==> src/rtl/display_pkg.sv <==
// display_pkg: shared helpers for the display scan multiplexer.
//   sel_width(n) : max(1, clog2(n)), width of an index/counter over n values
//   AN_OFF       : all-ones (every digit dark) anode pattern, slice to DIGITS
//   digit_lsb()  : LSB position of digit idx in a packed digit bus
package display_pkg;

  localparam int MAX_DIGITS = 16;
  localparam logic [MAX_DIGITS-1:0] AN_OFF = '1;

  function automatic int sel_width(input int n);
    return (n <= 2) ? 1 : $clog2(n);
  endfunction

  function automatic int digit_lsb(input int idx, input int width);
    return idx * width;
  endfunction

endpackage

==> src/rtl/display_scan_mux_prescaler.sv <==
// scan_prescaler: free-running 0..DIV-1 counter gated by en.
//   clk  : system clock
//   rst  : synchronous active-high reset
//   en   : count enable; holds the count when low
//   tick : high in the last cycle of each DIV-cycle step (combinational)
module scan_prescaler
  import display_pkg::*;
#(
  parameter int DIV = 50000
) (
  input  logic clk,
  input  logic rst,
  input  logic en,
  output logic tick
);

  localparam int CW = sel_width(DIV);
  localparam logic [CW-1:0] LAST = CW'(DIV - 1);

  logic [CW-1:0] cnt;

  assign tick = en && (cnt == LAST);

  always_ff @(posedge clk) begin
    if (rst)       cnt <= '0;
    else if (tick) cnt <= '0;
    else if (en)   cnt <= cnt + CW'(1);
  end

endmodule

==> src/rtl/display_scan_mux.sv <==
// display_scan_mux: time-multiplexed seven-segment digit scanner.
//   clk         : system clock
//   rst         : synchronous active-high reset
//   en          : scan enable; low freezes scanning and blanks the display
//   digits_in   : DIGITS packed codes, digit i at [i*WIDTH +: WIDTH]
//   blink_mask  : per-digit blink request
//   sel         : index of the digit currently being scanned
//   an          : one-hot active-low digit enable (registered)
//   bcd         : code of the current digit (registered)
//   frame_start : one-cycle pulse in the first cycle sel reads 0 after a wrap
// Optional feature macro: DISPLAY_SCAN_BLINK_EN (blink counter and phase;
// without it blink_mask is ignored).
module display_scan_mux
  import display_pkg::*;
#(
  parameter int DIGITS       = 6,
  parameter int WIDTH        = 4,
  parameter int DIV          = 50000,
  parameter int BLINK_FRAMES = 64,
  localparam int SELW        = sel_width(DIGITS)
) (
  input  logic                    clk,
  input  logic                    rst,
  input  logic                    en,
  input  logic [DIGITS*WIDTH-1:0] digits_in,
  input  logic [DIGITS-1:0]       blink_mask,
  output logic [SELW-1:0]         sel,
  output logic [DIGITS-1:0]       an,
  output logic [WIDTH-1:0]        bcd,
  output logic                    frame_start
);

  localparam logic [SELW-1:0] SEL_LAST = SELW'(DIGITS - 1);

  logic                    tick;
  logic                    wrap;
  logic [DIGITS*WIDTH-1:0] shadow;
  logic [WIDTH-1:0]        cur_code;
  logic [DIGITS-1:0]       cur_onehot;
  logic                    blank_now;

  scan_prescaler #(.DIV(DIV)) u_prescaler (
    .clk  (clk),
    .rst  (rst),
    .en   (en),
    .tick (tick)
  );

  assign wrap = tick && (sel == SEL_LAST);

  // sel counter and frame snapshot; the shadow only ever changes on a wrap
  // so a frame always shows one consistent set of digit values.
  always_ff @(posedge clk) begin
    if (rst) begin
      sel         <= '0;
      shadow      <= '0;
      frame_start <= 1'b0;
    end else begin
      frame_start <= wrap;
      if (wrap) begin
        sel    <= '0;
        shadow <= digits_in;
      end else if (tick) begin
        sel    <= sel + SELW'(1);
      end
    end
  end

  // Digit mux written as a compare loop so out-of-range sel codes
  // (non-power-of-two DIGITS) simply select nothing.
  always_comb begin
    cur_code   = '0;
    cur_onehot = '0;
    for (int i = 0; i < DIGITS; i++) begin
      if (sel == SELW'(i)) begin
        cur_code      = shadow[digit_lsb(i, WIDTH) +: WIDTH];
        cur_onehot[i] = 1'b1;
      end
    end
  end

`ifdef DISPLAY_SCAN_BLINK_EN
  localparam int BCW = sel_width(BLINK_FRAMES);
  localparam logic [BCW-1:0] BLINK_LAST = BCW'(BLINK_FRAMES - 1);

  logic [BCW-1:0] blink_cnt;
  logic           blink_phase;

  // Counts frame wraps; phase flips every BLINK_FRAMES frames.
  always_ff @(posedge clk) begin
    if (rst) begin
      blink_cnt   <= '0;
      blink_phase <= 1'b0;
    end else if (wrap) begin
      if (blink_cnt == BLINK_LAST) begin
        blink_cnt   <= '0;
        blink_phase <= ~blink_phase;
      end else begin
        blink_cnt   <= blink_cnt + BCW'(1);
      end
    end
  end

  assign blank_now = blink_phase && |(blink_mask & cur_onehot);
`else
  logic unused_blink;
  assign unused_blink = ^blink_mask;
  assign blank_now    = 1'b0;
`endif

  // Output register: one cycle behind sel.
  always_ff @(posedge clk) begin
    if (rst || !en) begin
      an  <= AN_OFF[DIGITS-1:0];
      bcd <= '0;
    end else begin
      bcd <= cur_code;
      an  <= blank_now ? AN_OFF[DIGITS-1:0] : ~cur_onehot;
    end
  end

endmodule

==> config.mk <==
export PLATFORM = sky130hd
export DESIGN_NAME = display_scan_mux
export DESIGN_NICKNAME = d
export VERILOG_FILES = /design/src/rtl/display_pkg.sv /design/src/rtl/display_scan_mux_prescaler.sv /design/src/rtl/display_scan_mux.sv
export SDC_FILE = /design/constraint.sdc
export NUM_CORES = 1
export LEC_CHECK = 0
export CAP_MARGIN = 20
export CORE_ASPECT_RATIO = 1.75
export CORE_MARGIN = 1.5
export CORE_UTILIZATION = 40
export CTS_CLUSTER_SIZE = 8
export DETAILED_ROUTE_END_ITERATION = 8
export PLACE_DENSITY = 0.65
export RECOVER_POWER = 100
export REMOVE_ABC_BUFFERS = 1
export SLEW_MARGIN = 20
export SYNTH_ARGS = -nofsm -noshare
export SYNTH_HDL_FRONTEND = slang
export SYNTH_HIERARCHICAL = 1
export SYNTH_SLANG_ARGS = --single-unit
==> constraint.sdc <==
create_clock -name clk -period 4.7 [get_ports clk]
set_input_delay 0.705 -clock clk [delete_from_list [all_inputs] [get_ports clk]]
set_output_delay 0.705 -clock clk [all_outputs]
set_load 0.01 [all_outputs]
Word-level counts from Yosys, hierarchy flattened
Index checks and enable logic that the tools add are counted.
{ "op_classes": {"eq_ne": 6, "addsub": 2, "n_bitwise": 1, "mux": 12, "reduce_logical": 7} }
{ "op_table": {"columns": ["operator", "count"], "rows": [
  ["$mux 4", 6],
  ["$add 16x1->16 const B", 1],
  ["$eq 16x16->1 const B", 1],
  ["$eq 3x2->1 const B", 2],
  ["$eq 3x3->1 const B", 2],
  ["$mux 1", 6],
  ["$not 6->6", 1],
  ["$reduce_or 2->1", 2],
  ["$add 3x1->3 const B", 1],
  ["$eq 3x1->1 const B", 1],
  ["$logic_not 3->1", 1],
  ["$logic_and 1x1->1", 2],
  ["$logic_not 1->1", 1],
  ["$logic_or 1x1->1", 1]
]} }
{ "totals": {"inputBits": 33, "reg_bits": 54, "elab_cells": 34, "out_inout_bits": 14} }

Logic depth before layout (Yosys ltp)
Gate-level depths: netlist of the first run.
{ "logic_depth": {"depth_word": 7, "ltp_mapped": 7, "depth_no_buf": 5} }

Modules after synthesis
The synthesis of the first run kept the hierarchy.
{ "by_module_without_submodules": {"columns": ["mod", "area_each_um2", "cells_per_inst", "instances", "seq_area_each_um2"], "rows": [
  ["display_scan_mux", 1433.9, 129, 1, 760.7],
  ["scan_prescaler", 770.7, 86, 1, 320.3]
]} }

Worst setup path after synthesis of the first run
Ideal clock, no wire load.
{ "synth_path": {"path_type": "input port to flip-flop", "startpoint": "input port en", "endpoint": "register shadow[10]", "setup_ns": 0.059, "required_ns": 4.641, "setup_slack_ns": 2.416, "t_arrival_ns": 2.225, "cell_stages": 7, "n_path_buf": 3, "path_cell_list": "buf_4 -> nand4_1 -> nor4_1 -> buf_2 -> nor3b_4 -> buf_4 -> a22o_1"} }
{ "synth_between": {"elab_chain_len": 2} }
{ "synth_lines": {"columns": ["item", "line_no", "source"], "rows": [
  ["start, declared", "display_scan_mux.sv:24", "input logic en,"],
  ["$logic_and 1x1->1", "display_scan_mux_prescaler.sv:22", "assign tick = en && (cnt == LAST);"],
  ["named net tick", "display_scan_mux.sv:35", "logic tick;"],
  ["$logic_and 1x1->1", "display_scan_mux.sv:49", "assign wrap = tick && (sel == SEL_LAST);"],
  ["end signal, assigned", "display_scan_mux.sv:62", "shadow <= digits_in;"],
  ["end, declared", "display_scan_mux.sv:37", "logic [DIGITS*WIDTH-1:0] shadow;"]
]} }
The timed path passes the listed nets, and every way through them passes these cells.
A chain may end at the register's enable or synchronous reset.

Worst setup path in the final report of the first run
{ "layout_path": {"startpoint": "input port en", "endpoint": "register shadow[5]"} }
The elaborated chain is that of the path after synthesis.

==> results of run 1 <==
-- worst reg2reg max path: stages, from the launching register on --
cell and delay [ps]:
dfxtp_1 440, ha_1 210, nand4_1 350, nor4_1 360, clkbuf_1 380, nor3b_4 870
a22o_1 250
-- layout make-up --
| type | instances | share of cell area, % |
|---|---|---|
| repair buffers | 41 | 14.9 |
| well taps | 74 | 3.41 |
| clock inverters | 1 | 0.277 |
| multi-input cells | 139 | 37.5 |
| clock buffers | 6 | 2.68 |
| flip-flops and latches | 54 | 39.9 |
| inverters | 10 | 1.38 |
-- power groups by stage --
| stage | combinational, mW | clock (mW) | sequential, mW |
|---|---|---|---|
| after floorplan | 0.0112 | 0 | 0.472 |
| after global placement | 0.0384 | 0 | 0.473 |
| after detailed placement | 0.0393 | 0 | 0.473 |
| after CTS | 0.0395 | 0.254 | 0.462 |
| after global routing | 0.0421 | 0.277 | 0.463 |
| final | 0.0381 | 0.250 | 0.462 |
-- final timing paths --
check / startpoint / endpoint / slack, ps / cells past startpoint
worst max-delay path: en / shadow[5] / 1270 / 6
worst min register to register: shadow[19] / shadow[19] / 480 / 1
worst max register to register: u_prescaler/cnt[0] / shadow[5] / 1790 / 6
worst min-delay path: shadow[19] / shadow[19] / 480 / 1
-- per-layer routing --
metal,GRT usage [%],routed length (um),up-vias
met1,18.9,1830,766
met4,7.52,97,0
met3,3.83,145,6
li1,-,-,844
met2,28.2,2280,38
met5,0,0,-
-- cell families (layout without fill, tap and decap cells) --
family / after synthesis / count (layout) / share of synthesized area, %
adder cells (fa/ha/maj): 6 / 6 / 3.41
AO/OA/AOI/OAI: 47 / 47 / 18.9
buffers and inverters: 22 / 58 / 4.71
XOR/XNOR: 15 / 15 / 5.96
AND/OR/NAND/NOR: 69 / 69 / 17.1
flip-flops: 54 / 54 / 49.0
multiplexers: 2 / 2 / 0.908
-- placed cells by master, fill, tap and decap left out, types with 2 or more instances in the layout --
cell and n:
xnor2_1 12, nand2_1 13, nor2_1 21, a2bb2oi_1 4, clkbuf_8 5, a221oi_1 4, a22o_1 24, nand3_1 7
o221a_2 4, o21ai_0 2, nand3b_1 5, a21oi_1 5, clkdlybuf4s50_1 25, dfxtp_1 54, ha_1 6, clkbuf_1 2
xor2_1 3, dlygate4sd3_1 15, nor3_1 3, nor4_1 6, mux2i_1 2, inv_1 10, nand4_1 5
-- sequential cells by signal, indices dropped and copies added, names as in the netlist --
signal	count
u_prescaler/cnt	16
shadow	24
an	6
bcd	4
sel	3
frame_start	1
-- through the flow --
stage          worst slack, ps  instance area (sq um)
4_1_cts                   1440                   2730
2_1_floorplan             1830                   2140
3_5_place_dp              1170                   2650
6_report                  1270                   2710
5_1_grt                    976                   2710
3_3_place_gp              1150                   2640
==> impl_metrics.ini, run 1 <==
[cts]
post-cts-setup-buffers = 0
clock_latency_ps = 310
cts_made_buffers = 5
path_clk_slew_ps = 90
hold_buffers = 0
cts_sinks = 54
clockRootBuffer = clkbuf_8
clk_path_buf_depth = 2
ctsResizeCount = 0
cts_tree = built
htreeDepth = 2

[routing]
drt-wirelength-per-cell_um = 13.4
via_count = 1654
drcViolationCount = 0
drt_wl_total_mm = 4.35
drtAntennaViolNets = 0
dr.pass1.iters = 4
drtIter0Drc = 71
via_per_inst = 5.09

[worst_setup_path]
crit_chain = dlygate4sd3_1 -> nand4_1 -> nor4_1 -> clkbuf_1 -> nor3b_4 -> a22o_1
slowest_stage = nor3b_4
crit_fanout = 25
crit_type = in2reg
crit_required_ps = 4950
critPathLaunchType = input port
worst_ep_arrival_time_ps = 3680
end_kind = flip-flop
crit_buf_inv = 2
cp_top_family = simple AND/OR/NAND/NOR gates
cpPeakStageDelay_ps = 870

[timing]
post-route-period-util_pct = 73.0
rsz0062_at_grt = no
fin_hold_ws_ps = 485
worstMarginPinSlew_ps = 1380
slew_viol_final = 0
max_freq_ghz = 0.291
setup_viol = 0
hold_viol = 0
fin_skew_ps = 12.9
period_minus_slack_ps = 3430
relSlewSlack_pct = 7.14
tns_ps = 0

[power_and_ir_drop]
irDropWorstVdd_mv = 0.168
clkPwrFrac_pct = 33.3
p_int_mw = 0.586
power_frac_seq_pct = 61.6
leakage_nw = 0.956
p_per_area_mw_per_mm2 = 277
combPwrFrac_pct = 5.1
p_sw_mw = 0.165
switching_share_pct = 21.9
finalPower_mw = 0.750

[cells_and_area]
n_antenna_cell = 0
syn_to_final_growth_pct = 23.0
seq_area_sq_mm = 0.00108
fin_util_pct = 51.2
finalNetCount = 290
drive_above_1_share_pct = 7.57
nFillCells = 512
multi_input_area_sq_mm = 0.00102
finalNonFillerCells = 325

[global_routing]
grt_pass1_wl_mm = 7.58
grt.overflow.total = 0
grt_pass1_vias = 1662
grt_antenna_before_repair = 0
grt_max_degree = 26
track_usage_pct = 16.4

[outcome]
status = finished clean

[min_path]
hold_path.class = reg2reg

[yosys]
synth_most_common_cell = dfxtp_1
synth_edf_count = 0
yosys.area.top_type = dfxtp_1
syn_avg_cell_area_sq_um = 10.3
yosysSeqAreaShare_pct = 49.0
synthCells = 215
ys_top_cells_by_area = dfxtp_1, a22o_1, xnor2_1
syn_area_sq_mm = 0.00220
ys_warn_count = 6
synth_top_area_share_pct = 49.0
async_reset_ff_share_pct = 0
synth_ff_type = dfxtp_1
ys_ff_latch = 54
synthDistinctLibCells = 36
synth_commonest_cells = dfxtp_1, a22o_1, nor2_1

[die]
initial_core_util_pct = 41.6
die_area_sq_mm = 0.00598
core_sq_mm = 0.00530
die_w_um = 59.1
num_io_pins = 47
die_y_um = 101
rows = 35

[placement]
place_hpwl_mm = 3.13
gp_congestion = 0.851
numPortBuffers = 40
dp.cells = 318

[job]
drv_cap = 0
(Power assumes the default switching activity.)
==> run 2: changes to the inputs <==
--- a/config.mk
+++ b/config.mk
@@ -11,7 +11,7 @@
 export CORE_UTILIZATION = 40
 export CTS_CLUSTER_SIZE = 8
 export DETAILED_ROUTE_END_ITERATION = 8
-export PLACE_DENSITY = 0.65
+export PLACE_DENSITY = 0.68
 export RECOVER_POWER = 100
 export REMOVE_ABC_BUFFERS = 1
 export SLEW_MARGIN = 20
==> constraint.sdc (replaced) <==
create_clock -name clk -period 3.15 [get_ports clk]
set_input_delay 0.4725 -clock clk [delete_from_list [all_inputs] [get_ports clk]]
set_output_delay 0.4725 -clock clk [all_outputs]
set_load 0.01 [all_outputs]
==> impl_metrics.ini, run 2 (same netlist as run 1, synthesis figures left out) <==
[outcome]
status = finished clean

[cts]
hold_buffers = 0
post-cts-setup-buffers = 0
clock_latency_ps = 300
clk_path_buf_depth = 2
path_clk_slew_ps = 90
ctsResizeCount = 0
cts_made_buffers = 5
clockRootBuffer = clkbuf_8
cts_sinks = 54
cts_tree = built
htreeDepth = 2

[worst_setup_path]
r2r_end = u_prescaler/cnt[10]
critPathLaunchType = input port
endpoint = u_prescaler/cnt[10]
worst_ep_arrival_time_ps = 2770
crit_type = in2reg
cp-startpoint = en
ff2ff_setup_slack_ps = 900
crit_required_ps = 3350
reg2reg_from = u_prescaler/cnt[0]
r2r.worst_path.cells = 6
crit_fanout = 9
end_kind = flip-flop

[cells_and_area]
finalNetCount = 294
final_common_cell = dfxtp_1
fin_util_pct = 51.8
drive_above_1_share_pct = 8.59
mostFrequentLayoutCells = dfxtp_1, clkdlybuf4s50_1, a22o_1
largest_reg_flops = 24
n_antenna_cell = 0
top_regs = shadow: 24 flops, u_prescaler/cnt: 16 flops, an: 6 flops
largest_register = shadow
syn_to_final_growth_pct = 24.6

[timing]
slew_viol_final = 0
max_freq_ghz = 0.390
hold_viol = 0
fin_skew_ps = 8.85
setup_viol = 0
rsz0062_at_grt = no
relSlewSlack_pct = 43.1
period_minus_slack_ps = 2560
worstMarginPinSlew_ps = 844
post-route-period-util_pct = 81.3
tns_ps = 0

[power_and_ir_drop]
p_per_area_mw_per_mm2 = 414
finalPower_mw = 1.14
leakage_nw = 0.980
irDropWorstVdd_mv = 0.248

[die]
die_w_um = 59.1
die_y_um = 101
rows = 35
core_sq_mm = 0.00530
die_area_sq_mm = 0.00598
num_io_pins = 47
initial_core_util_pct = 41.6

[routing]
dr.pass1.iters = 4
drcViolationCount = 0
drtIter0Drc = 45
drt-wirelength-per-cell_um = 13.3
via_count = 1693
drt_wl_total_mm = 4.39
drtAntennaViolNets = 0
via_per_inst = 5.13

[global_routing]
grt_pass1_wl_mm = 7.47
track_usage_pct = 16.4
grt.overflow.total = 0
grt_max_degree = 26
grt_antenna_before_repair = 0
grt_pass1_vias = 1655

[job]
drv_cap = 0

[placement]
numPortBuffers = 40
gp_congestion = 0.825
place_hpwl_mm = 3.25

[min_path]
hold_path.class = reg2reg
hp-start = shadow[0]
## run 2: cell count changes in the layout (fill, tap and decap cells not counted), sizes merged
cell and change:
buf +2, clkinvlp -1, clkbuf +3, clkinv +1
## run 2: critical path: stages
cell and delay, ps:
dlygate4sd3_1 710, nand4_1 180, clkbuf_1 230, o41ai_2 820, buf_4 290, nor2_1 60
## run 2: where the power goes
group	internal [mW]	leakage (nW)	switching, mW
Sequential	0.685	0.436	0.00395
Clock	0.178	0.0482	0.211
Combinational	0.0363	0.496	0.0221
Total	0.899	0.980	0.237
## run 2: per-stage QoR
step                hold WS (ps)  instance area [sq um]  setup WS (ps)  cells
finish                       482                   2750            588    330
global route                 500                   2750            394    330
CTS                          490                   2770            909    330
detailed placement           469                   2680            587    322
global placement             462                   2670            376    322
floorplan                    449                   2140            407    203
## run 2: worst min-delay path by stage
stage	cells past startpoint	slack (ps)	endpoint
after floorplan	1	450	shadow[12]
after global placement	1	460	shadow[15]
after detailed placement	1	470	shadow[2]
after CTS	1	490	shadow[2]
after global routing	1	500	shadow[3]
final	1	480	shadow[0]
## run 2: layer usage
layer | global-route usage (%) | part of all wire (%) | up-vias
met1 | 17.5 | 41 | 789
met5 | 0 | 0 | -
li1 | - | - | 852
met2 | 29.3 | 51 | 42
met3 | 2.94 | 3.6 | 10
met4 | 9.27 | 4.1 | 0
## run 2: area by class of cell
class                   instances  area [sq um]
flip-flops and latches         54          1080
clock inverters                 1          5.00
clock buffers                   7          86.3
repair buffers                 45           427
multi-input cells             139          1020
inverters                      10          37.5
well taps                      74          92.6
fillers                       498          2550
